**src/rtl/demux_buf.sv**
```systemverilog
// One-to-two demultiplexer with a 2-entry FIFO and an 8-bit acceptance counter per output port.
// Input readiness depends only on the selected port's occupancy, never on the downstream readies.

module demux_buf_fifo2 #(
  parameter int WIDTH = 16
) (
  input  logic             clk,
  input  logic             reset,
  input  logic             i_push,
  input  logic [WIDTH-1:0] i_data,
  input  logic             i_pop,
  output logic             o_full,
  output logic             o_valid,
  output logic [WIDTH-1:0] o_head,
  output logic [7:0]       o_cnt
);

  typedef enum logic [1:0] {
    OCC_EMPTY = 2'd0,
    OCC_ONE   = 2'd1,
    OCC_TWO   = 2'd2
  } occ_t;

  occ_t             r_occ;
  logic [WIDTH-1:0] r_head;
  logic [WIDTH-1:0] r_tail;
  logic [7:0]       r_cnt;

  logic             w_pop;
  logic             w_load_tail;

  // A pop request with nothing buffered is simply ignored.
  assign w_pop       = i_pop && (r_occ != OCC_EMPTY);
  assign w_load_tail = i_push && !w_pop && (r_occ == OCC_ONE);

  // NOTE: non-blocking assignments keep every register sampling pre-edge values.
  always_ff @(posedge clk) begin
    if (reset) begin
      r_occ  <= OCC_EMPTY;
      r_head <= '0;
      r_cnt  <= '0;
    end else begin
      if (i_push) r_cnt <= r_cnt + 8'd1;
      case (r_occ)
        OCC_EMPTY: begin
          if (i_push) begin
            r_head <= i_data;
            r_occ  <= OCC_ONE;
          end
        end
        OCC_ONE: begin
          case ({i_push, w_pop})
            2'b11:   r_head <= i_data;
            2'b10:   r_occ  <= OCC_TWO;
            2'b01:   r_occ  <= OCC_EMPTY;
            default: r_occ  <= OCC_ONE;
          endcase
        end
        OCC_TWO: begin
          if (w_pop) begin
            r_head <= r_tail;
            r_occ  <= OCC_ONE;
          end
        end
        default: r_occ <= OCC_EMPTY;
      endcase
    end
  end

  // NOTE: the second slot is storage only; it is read solely at OCC_TWO, so it carries no reset.
  always_ff @(posedge clk) begin
    if (w_load_tail) r_tail <= i_data;
  end

  assign o_full  = (r_occ == OCC_TWO);
  assign o_valid = (r_occ != OCC_EMPTY);
  assign o_head  = r_head;
  assign o_cnt   = r_cnt;

endmodule

module demux_buf #(
  parameter int WIDTH = 16
) (
  input  logic             clk,
  input  logic             reset,
  input  logic             valid_i,
  input  logic             sel_i,
  input  logic [WIDTH-1:0] d_i,
  output logic             ready_o,
  output logic             v0_o,
  output logic [WIDTH-1:0] d0_o,
  input  logic             ready0_i,
  output logic             v1_o,
  output logic [WIDTH-1:0] d1_o,
  input  logic             ready1_i,
  output logic [7:0]       cnt0_o,
  output logic [7:0]       cnt1_o
);

  logic w_full0;
  logic w_full1;
  logic w_accept;
  logic w_push0;
  logic w_push1;

  // Readiness looks at occupancy only, so a same-cycle dequeue never frees a slot early.
  assign ready_o  = sel_i ? !w_full1 : !w_full0;
  assign w_accept = valid_i && ready_o;
  assign w_push0  = w_accept && !sel_i;
  assign w_push1  = w_accept &&  sel_i;

  demux_buf_fifo2 #(.WIDTH(WIDTH)) u_port0 (
    .clk     (clk),
    .reset   (reset),
    .i_push  (w_push0),
    .i_data  (d_i),
    .i_pop   (ready0_i),
    .o_full  (w_full0),
    .o_valid (v0_o),
    .o_head  (d0_o),
    .o_cnt   (cnt0_o)
  );

  demux_buf_fifo2 #(.WIDTH(WIDTH)) u_port1 (
    .clk     (clk),
    .reset   (reset),
    .i_push  (w_push1),
    .i_data  (d_i),
    .i_pop   (ready1_i),
    .o_full  (w_full1),
    .o_valid (v1_o),
    .o_head  (d1_o),
    .o_cnt   (cnt1_o)
  );

endmodule

```
**config.mk**
```make
export PLATFORM = sky130hd
export DESIGN_NAME = demux_buf
export DESIGN_NICKNAME = d
export VERILOG_FILES = /design/src/rtl/demux_buf.sv
export SDC_FILE = /design/constraint.sdc
export NUM_CORES = 1
export LEC_CHECK = 0
export CORE_MARGIN = 2
export CORE_UTILIZATION = 45
export DETAILED_ROUTE_END_ITERATION = 6
export PLACE_DENSITY = 0.72
export SYNTH_ARGS = -nofsm -noshare
export SYNTH_HDL_FRONTEND = slang
export SYNTH_SLANG_ARGS = --single-unit
```
**constraint.sdc**
```tcl
create_clock -name clk -period 9.3 [get_ports clk]
set_input_delay 1.86 -clock clk [delete_from_list [all_inputs] [get_ports clk]]
set_output_delay 1.86 -clock clk [all_outputs]
set_load 0.01 [all_outputs]
```
==> flow_summary.toml, run 1 <==
[grt]
track_usage = 0.187
antenna_found_initial = 0
grt_pass1_vias = 2520
overflow = 0
grt_start_max_net_pins = 54
grt_pass1_wl_um = 12300

[pwr]
power_per_cell_area_mw_per_mm2 = 169
static-leakage-power_nw = 1.49
p_total_w = 0.000734
irDropWorstVdd_mv = 0.0727

[critical_path]
crit_fanout = 8
cp.arrival_ns = 3.22
worstPathRequired_ns = 7.44
cp-start-kind = "primary input"
r2r_cells = 7
path_class = "primary input to output port"
worstSetupEndpointType = "output port"

[status]
status = "finished clean"

[synthesis]
ys_ff_latch = 84
netlist_area_mm2 = 0.00342
synth_simple_gate_area_frac = 0.218
synth_area_leaders = "dfxtp_1 (30%), edfxtp_1 (28%), a311oi_1 (8.2%)"
synth_top_family_by_area = "simple AND/OR/NAND/NOR gates"
synth_xor_area_frac = 0.0307
yosysUniqueCellTypes = 42
synth_mux_area_frac = 0.00622
yosysWarnings = 0
syn_inst = 338
synthAdderAreaFrac = 0.0110
yosys.area.top_type = "dfxtp_1"
ys_seq_area_frac = 0.585
synth_compound_area_frac = 0.110
avgSynthCellArea_um2 = 10.1
synth_top_area_share = 0.304
syn-num-nets = 363

[drt]
wirelength_um = 7510
ant_nets = 0
dr.pass1.iters = 5
remaining_drc_errors = 0
initialDrtViolationCount = 152
avgViaCountPerCell = 5.25
wl_per_cell_um = 14.8
vias = 2658

[min_path]
holdPathStages = 2
hp-class = "register to register"

[clocking]
postCtsHoldBufs = 0
ctsResizeCount = 0
clk_pin_slew_ns = 0.09
cts_setup_buffers = 0
cts_made_buffers = 9
cts_root_buf = "clkbuf_8"
clk_latency_ns = 0.36
cts_buffer_depth = 2
numClockSinks = 84
cts_tree = "done"
cts_max_level = 3

[timing]
period_needed_ns = 5.08
skew_ns = 0.0104
finalHoldViolCount = 0
period_share = 0.547
slew_headroom = 0.210
worst_slew_pin_slew_ns = 1.18
finalSetupViolations = 0
slew_viol_final = 0
max_freq_mhz = 197
fin_ws_ns = 4.22
rsz0062_at_grt = "no"
setup-tns-final_ns = 0

[place]
dpl.cell_count = 490
hpwl_um = 4930
pre_cts_ws_ns = 4.23
place_congestion = 0.779
port_buffers = 72

[final_layout]
stdcell_count = 506
area_delta_synth_final_pct = 27.2
fin_nets = 427
diodes = 0
drive_gt1_frac = 0.0713
layout_commonest_cell = "nand2_1"
final_cell_mix = "nand2_1 (72), clkdlybuf4s50_1 (71), nor2_1 (53)"

[floorplanning]
core_mm2 = 0.00729
die_area_mm2 = 0.00831
fp-row-count = 31
die_w_um = 91.2
die_h_um = 91.2
start_util = 0.469
ios = 73

[run]
maxCapViolCount = 0
## cells in the mapped netlist
cell and n:
nand2_1 72, inv_1 2, edfxtp_1 32, clkbuf_1 7, nor2_1 53, xnor2_1 10, o31ai_4 1, buf_6 2
nand4b_1 1, nand3b_1 3, and4_1 1, a22oi_1 1, nand3_1 7, mux2i_1 1, ha_1 3, a21oi_1 5
nor3_1 7, o21ai_0 1, o22a_1 1, and2b_2 1, or4_1 1, a311oi_1 32, and2_1 1, mux2_2 1
buf_1 1, nand2b_1 2, buf_2 11, dfxtp_1 52, nand2_2 1, a31oi_1 1, o31ai_1 1, nand2b_4 1
a21o_1 1, xor2_1 2, buf_4 2, nand4bb_1 1, nor4b_1 3, or2_2 2, nand4_1 5, nor2b_1 4
nor4_1 1, a211oi_1 1
## critical path, cell delays in order
cell             delay, ns
clkdlybuf4s50_1       0.59
nor2_1                0.07
a21oi_1               0.15
clkdlybuf4s50_1       0.55
## per-layer routing
layer / vias to the layer above / track usage / part of all wire
met5: - / 0 / 0
met4: 0 / 0.0909 / 0.023
met3: 14 / 0.0415 / 0.061
met2: 81 / 0.299 / 0.47
met1: 1244 / 0.240 / 0.44
li1: 1319 / - / -
## flip-flops by register name (all words and copies together) (netlist names)
| register | flops |
|---|---|
| u_port0.o_head | 16 |
| u_port1.r_tail | 16 |
| u_port0.r_tail | 16 |
| u_port1.o_head | 16 |
| u_port1.r_occ | 2 |
| u_port0.r_occ | 2 |
| u_port0.o_cnt | 8 |
| u_port1.o_cnt | 8 |
## where the power goes
group | internal, W | switching, W | total (W)
registers | 0.000397 | 0.0000105 | 0.000408
clock network | 0.0000976 | 0.000135 | 0.000233
logic | 0.0000482 | 0.0000456 | 0.0000938
## path summary, 6_finish.rpt
| path | from | end | slack [ns] |
|---|---|---|---|
| hold / removal | u_port0.o_cnt[7] | u_port0.o_cnt[7] | 0.49 |
| setup / recovery | sel_i | ready_o | 4.22 |
| hold reg to reg | u_port0.o_cnt[7] | u_port0.o_cnt[7] | 0.49 |
| setup reg to reg | u_port0.r_occ[1] | u_port0.r_occ[0] | 7.03 |
## final cells by class
type                    instances  area, um2
multi-input cells             229       1290
clock inverters                 7       52.6
well taps                      99        124
fillers                       644       2940
flip-flops and latches         84       2000
repair buffers                 76        746
clock buffers                   9        124
inverters                       2       7.51
## cells by family after synthesis
family,Yosys count
multiplexers,2
AO/OA/AOI/OAI,45
AND/OR/NAND/NOR,167
XOR/XNOR,12
flip-flops,84
adder cells (fa/ha/maj),3
buffers and inverters,25
## through the flow
stage	instance area, um2	utilization	hold WS [ns]
2_1_floorplan	3420	-	0.496
3_3_place_gp	4170	0.572	0.465
3_5_place_dp	4170	0.572	0.469
4_1_cts	4350	0.596	0.487
5_1_grt	4350	0.596	0.532
6_report	4350	0.596	0.486
Note: power is estimated with default switching activity, not from simulation.
==> run 2, diff against run 1 <==
--- a/config.mk
+++ b/config.mk
@@ -8,7 +8,7 @@
 export CORE_MARGIN = 2
 export CORE_UTILIZATION = 45
 export DETAILED_ROUTE_END_ITERATION = 6
-export PLACE_DENSITY = 0.72
+export PLACE_DENSITY = 0.75
 export SYNTH_ARGS = -nofsm -noshare
 export SYNTH_HDL_FRONTEND = slang
 export SYNTH_SLANG_ARGS = --single-unit
==> constraint.sdc (replaced) <==
create_clock -name clk -period 4.5 [get_ports clk]
set_input_delay 0.9 -clock clk [delete_from_list [all_inputs] [get_ports clk]]
set_output_delay 0.9 -clock clk [all_outputs]
set_load 0.01 [all_outputs]
==> run 2 against run 1 <==
Worst setup slack worse by 2.8 ns. Sequential cell count stayed put. Clock-buffer cell count did not move. Total power is 110% higher. Core utilization up 0.069 points. Die area unchanged. Clock skew shrank 0.0027 ns. Hold slack worse by 0.0043 ns. First-iteration DRC count is 7.9% higher. Largest cell class unchanged.
==> flow_summary.toml, run 2 (synthesis gave the netlist of run 1 again) <==
[status]
status = "finished clean"

[critical_path]
path_class = "primary input to output port"
cp-start-kind = "primary input"
worstSetupEndpointType = "output port"
worstPathRequired_ns = 3.60
cp.arrival_ns = 2.21
crit_fanout = 8

[final_layout]
diodes = 0
multi_input_area_mm2 = 0.00129
final_area_mm2 = 0.00435
fin_nets = 428
area_delta_synth_final_pct = 27.3
drive_gt1_frac = 0.0711
fillers = 660
stdcell_count = 507
layout_commonest_cell = "nand2_1"
final_cell_mix = "nand2_1 (72), clkdlybuf4s50_1 (71), nor2_1 (53)"
seq_area_mm2 = 0.00200

[timing]
finalSetupViolations = 0
finalHoldViolCount = 0
period_share = 0.690
rsz0062_at_grt = "no"
period_needed_ns = 3.11
setup-tns-final_ns = 0
max_freq_mhz = 322
slew_viol_final = 0
worst_slew_pin_slew_ns = 1.18
skew_ns = 0.00773
slew_headroom = 0.214

[drt]
avgViaCountPerCell = 5.31
dr.pass1.iters = 4
wirelength_um = 7490
vias = 2690
wl_per_cell_um = 14.8
ant_nets = 0
remaining_drc_errors = 0
initialDrtViolationCount = 164

[grt]
antenna_found_initial = 0
grt_pass1_wl_um = 12400
grt_pass1_vias = 2579
track_usage = 0.190
grt_start_max_net_pins = 54
overflow = 0

[min_path]
hp-class = "register to register"

[clocking]
postCtsHoldBufs = 0
cts_made_buffers = 9
cts_setup_buffers = 0
cts_buffer_depth = 2
numClockSinks = 84
cts_tree = "done"
ctsResizeCount = 0
clk_pin_slew_ns = 0.09
cts_root_buf = "clkbuf_8"
cts_max_level = 3
clk_latency_ns = 0.35

[place]
dpl.cell_count = 491
hpwl_um = 4960
place_congestion = 0.797
place_area_mm2 = 0.00418
port_buffers = 72

[floorplanning]
core_mm2 = 0.00729
start_util = 0.469
ios = 73
die_h_um = 91.2
fp-row-count = 31
die_area_mm2 = 0.00831
die_w_um = 91.2

[run]
maxCapViolCount = 0

[pwr]
p_total_w = 0.00152
irDropWorstVdd_mv = 0.209
power_per_cell_area_mw_per_mm2 = 349
static-leakage-power_nw = 1.50
==> run 2: cell count changes in the layout (fill, tap and decap cells not counted) <==
cell        delta
buf_4          +1
inv_6          +1
clkinvlp_4     -2
clkinv_1       +1
==> run 2: final cells by class <==
cell class	instances	area share
clock buffers	9	0.0284
clock inverters	7	0.0115
inverters	2	0.00172
multi-input cells	229	0.297
flip-flops and latches	84	0.460
well taps	99	0.0284
repair buffers	77	0.173
==> run 2: worst paths after layout <==
check / start / to / slack [ns] / cells past startpoint
max reg2reg: u_port1.r_occ[1] / u_port1.o_head[3] / 2.35 / 4
min: u_port0.o_cnt[7] / u_port0.o_cnt[7] / 0.48 / 2
min reg2reg: u_port0.o_cnt[7] / u_port0.o_cnt[7] / 0.48 / 2
max: sel_i / ready_o / 1.39 / 4
==> run 2: layer usage <==
metal | vias to the layer above | global-route usage | share of wire
met4 | 0 | 0.0909 | 0.020
met3 | 15 | 0.0564 | 0.065
li1 | 1323 | - | -
met2 | 87 | 0.296 | 0.46
met1 | 1265 | 0.241 | 0.45
met5 | - | 0 | 0
==> run 2: power by group <==
group | switching, W | leakage (nW) | total (W) | internal (W)
combinational | 0.0000944 | 0.702 | 0.000194 | 0.0000997
clock | 0.000280 | 0.0837 | 0.000482 | 0.000202
sequential | 0.0000218 | 0.715 | 0.000843 | 0.000821
total | 0.000396 | 1.50 | 0.00152 | 0.00112
==> run 2: metrics by stage <==
step / utilization / hold WS [ns] / setup slack, ns
global route: 0.597 / 0.519 / 1.29
CTS: 0.597 / 0.488 / 1.39
finish: 0.597 / 0.481 / 1.39
floorplan: - / 0.496 / 1.12
detailed placement: 0.573 / 0.476 / 1.39
global placement: 0.573 / 0.465 / 1.39
==> run 2: critical path, stage by stage <==
cell and delay (ns):
clkdlybuf4s50_1 0.58, nor2_1 0.07, a21oi_1 0.11, clkdlybuf4s50_1 0.55
==> run 3, diff against run 2 <==
--- a/config.mk
+++ b/config.mk
@@ -8,7 +8,7 @@
 export CORE_MARGIN = 2
 export CORE_UTILIZATION = 45
 export DETAILED_ROUTE_END_ITERATION = 6
-export PLACE_DENSITY = 0.75
+export PLACE_DENSITY = 0.72
 export SYNTH_ARGS = -nofsm -noshare
 export SYNTH_HDL_FRONTEND = slang
 export SYNTH_SLANG_ARGS = --single-unit
==> constraint.sdc (replaced) <==
create_clock -name clk -period 3.2 [get_ports clk]
set_input_delay 0.64 -clock clk [delete_from_list [all_inputs] [get_ports clk]]
set_output_delay 0.64 -clock clk [all_outputs]
set_load 0.01 [all_outputs]
==> run 3 against run 2 <==
Hold slack gained 0.00088 ns. Die area is the same. Critical path depth is the same. Clock skew rose by 0.0018 ns.
==> flow_summary.toml, run 3 (synthesis gave the netlist of run 1 again) <==
[final_layout]
final_cell_mix = "nand2_1 (72), clkdlybuf4s50_1 (71), nor2_1 (53)"
area_delta_synth_final_pct = 29.2
fin_nets = 431
layout_commonest_cell = "nand2_1"
drive_gt1_frac = 0.0803
stdcell_count = 510
diodes = 0

[timing]
finalHoldViolCount = 0
period_share = 0.818
worst_slew_pin_slew_ns = 0.667
slew_headroom = 0.556
setup-tns-final_ns = 0
max_freq_mhz = 382
period_needed_ns = 2.62
finalSetupViolations = 0
skew_ns = 0.00955
slew_viol_final = 0
rsz0062_at_grt = "no"

[grt]
grt_start_max_net_pins = 34
grt_pass1_wl_um = 12500
busiest_layer = "met2"
met1_usage = 0.240
overflow = 0
antenna_found_initial = 0
grt_use_met3 = 0.0697
track_usage = 0.189
grt_pass1_vias = 2586
use_met2 = 0.293

[min_path]
hp-class = "register to register"
holdPathStages = 2
hold_start = "u_port0.o_cnt[7]"

[drt]
vias = 2679
initialDrtViolationCount = 118
wirelength_um = 7290
dr.pass1.iters = 6
avgViaCountPerCell = 5.25
remaining_drc_errors = 0
ant_nets = 0
wl_per_cell_um = 14.3

[pwr]
static-leakage-power_nw = 1.54
power_per_cell_area_mw_per_mm2 = 510
irDropWorstVdd_mv = 0.239

[critical_path]
worstPathRequired_ns = 2.56
critPathLaunch = "sel_i"
path_class = "primary input to output port"
r2r_slack_ns = 1.30
cp.arrival_ns = 1.98
crit_fanout = 8
r2r_end = "u_port0.r_occ[0]"
r2r-start = "u_port0.r_occ[1]"
worstSetupEndpointType = "output port"
r2r_cells = 8
worstSetupEndpoint = "ready_o"
cp-start-kind = "primary input"

[clocking]
postCtsHoldBufs = 0
clk_pin_slew_ns = 0.08
numClockSinks = 84
cts_setup_buffers = 0
ctsResizeCount = 0
clk_latency_ns = 0.35
cts_buffer_depth = 2
cts_max_level = 3
cts_root_buf = "clkbuf_8"
cts_tree = "done"
cts_made_buffers = 9

[place]
port_buffers = 72
place_congestion = 0.774
dpl.cell_count = 494
hpwl_um = 4950

[floorplanning]
start_util = 0.469
die_area_mm2 = 0.00831
die_w_um = 91.2
core_mm2 = 0.00729
ios = 73
fp-row-count = 31
die_h_um = 91.2

[run]
maxCapViolCount = 0

[status]
status = "finished clean"
[run 3: per-stage QoR]
stage                     utilization  cell area [um2]  total power [W]  hold WS, ns  worst slack [ns]
after CTS                       0.606             4420          0.00228        0.485             0.572
after floorplan                     -             3420          0.00134        0.496            0.0838
after global routing            0.606             4420          0.00236        0.511             0.509
after global placement          0.576             4200          0.00148        0.472             0.603
after detailed placement        0.576             4200          0.00149        0.474             0.583
final                           0.606             4420          0.00225        0.482             0.581
[run 3: worst max-delay path, cell delays in order]
cell and delay [ns]:
clkdlybuf4s50_1 0.59, nor2_1 0.08, a21oi_1 0.12, clkdlybuf4s50_1 0.55
[run 3: metal layers]
metal	routed length (um)	share of wire	vias to the layer above
met5	0	0	-
met4	208	0.029	0
met3	479	0.066	18
met2	3400	0.47	90
met1	3210	0.44	1235
li1	-	-	1336
[run 3: worst min-delay path by stage]
stage	end	slack [ns]
5_1_grt	u_port0.o_cnt[7]	0.51
6_report	u_port0.o_cnt[7]	0.48
3_3_place_gp	u_port0.o_cnt[7]	0.47
4_1_cts	u_port0.o_cnt[7]	0.49
3_5_place_dp	u_port0.o_cnt[7]	0.47
2_1_floorplan	u_port0.o_cnt[7]	0.50
[run 3: cell type report]
| class | count | area [um2] |
|---|---|---|
| repair buffers | 80 | 776 |
| fillers | 640 | 2870 |
| clock buffers | 10 | 149 |
| flip-flops and latches | 84 | 2000 |
| clock inverters | 6 | 67.6 |
| inverters | 2 | 7.51 |
| multi-input cells | 229 | 1290 |
| well taps | 99 | 124 |
[run 3: report_power, final]
part           internal, W  leakage (nW)  switching [W]
combinational     0.000142         0.718       0.000131
clock             0.000412         0.112       0.000382
sequential         0.00115         0.715      0.0000306
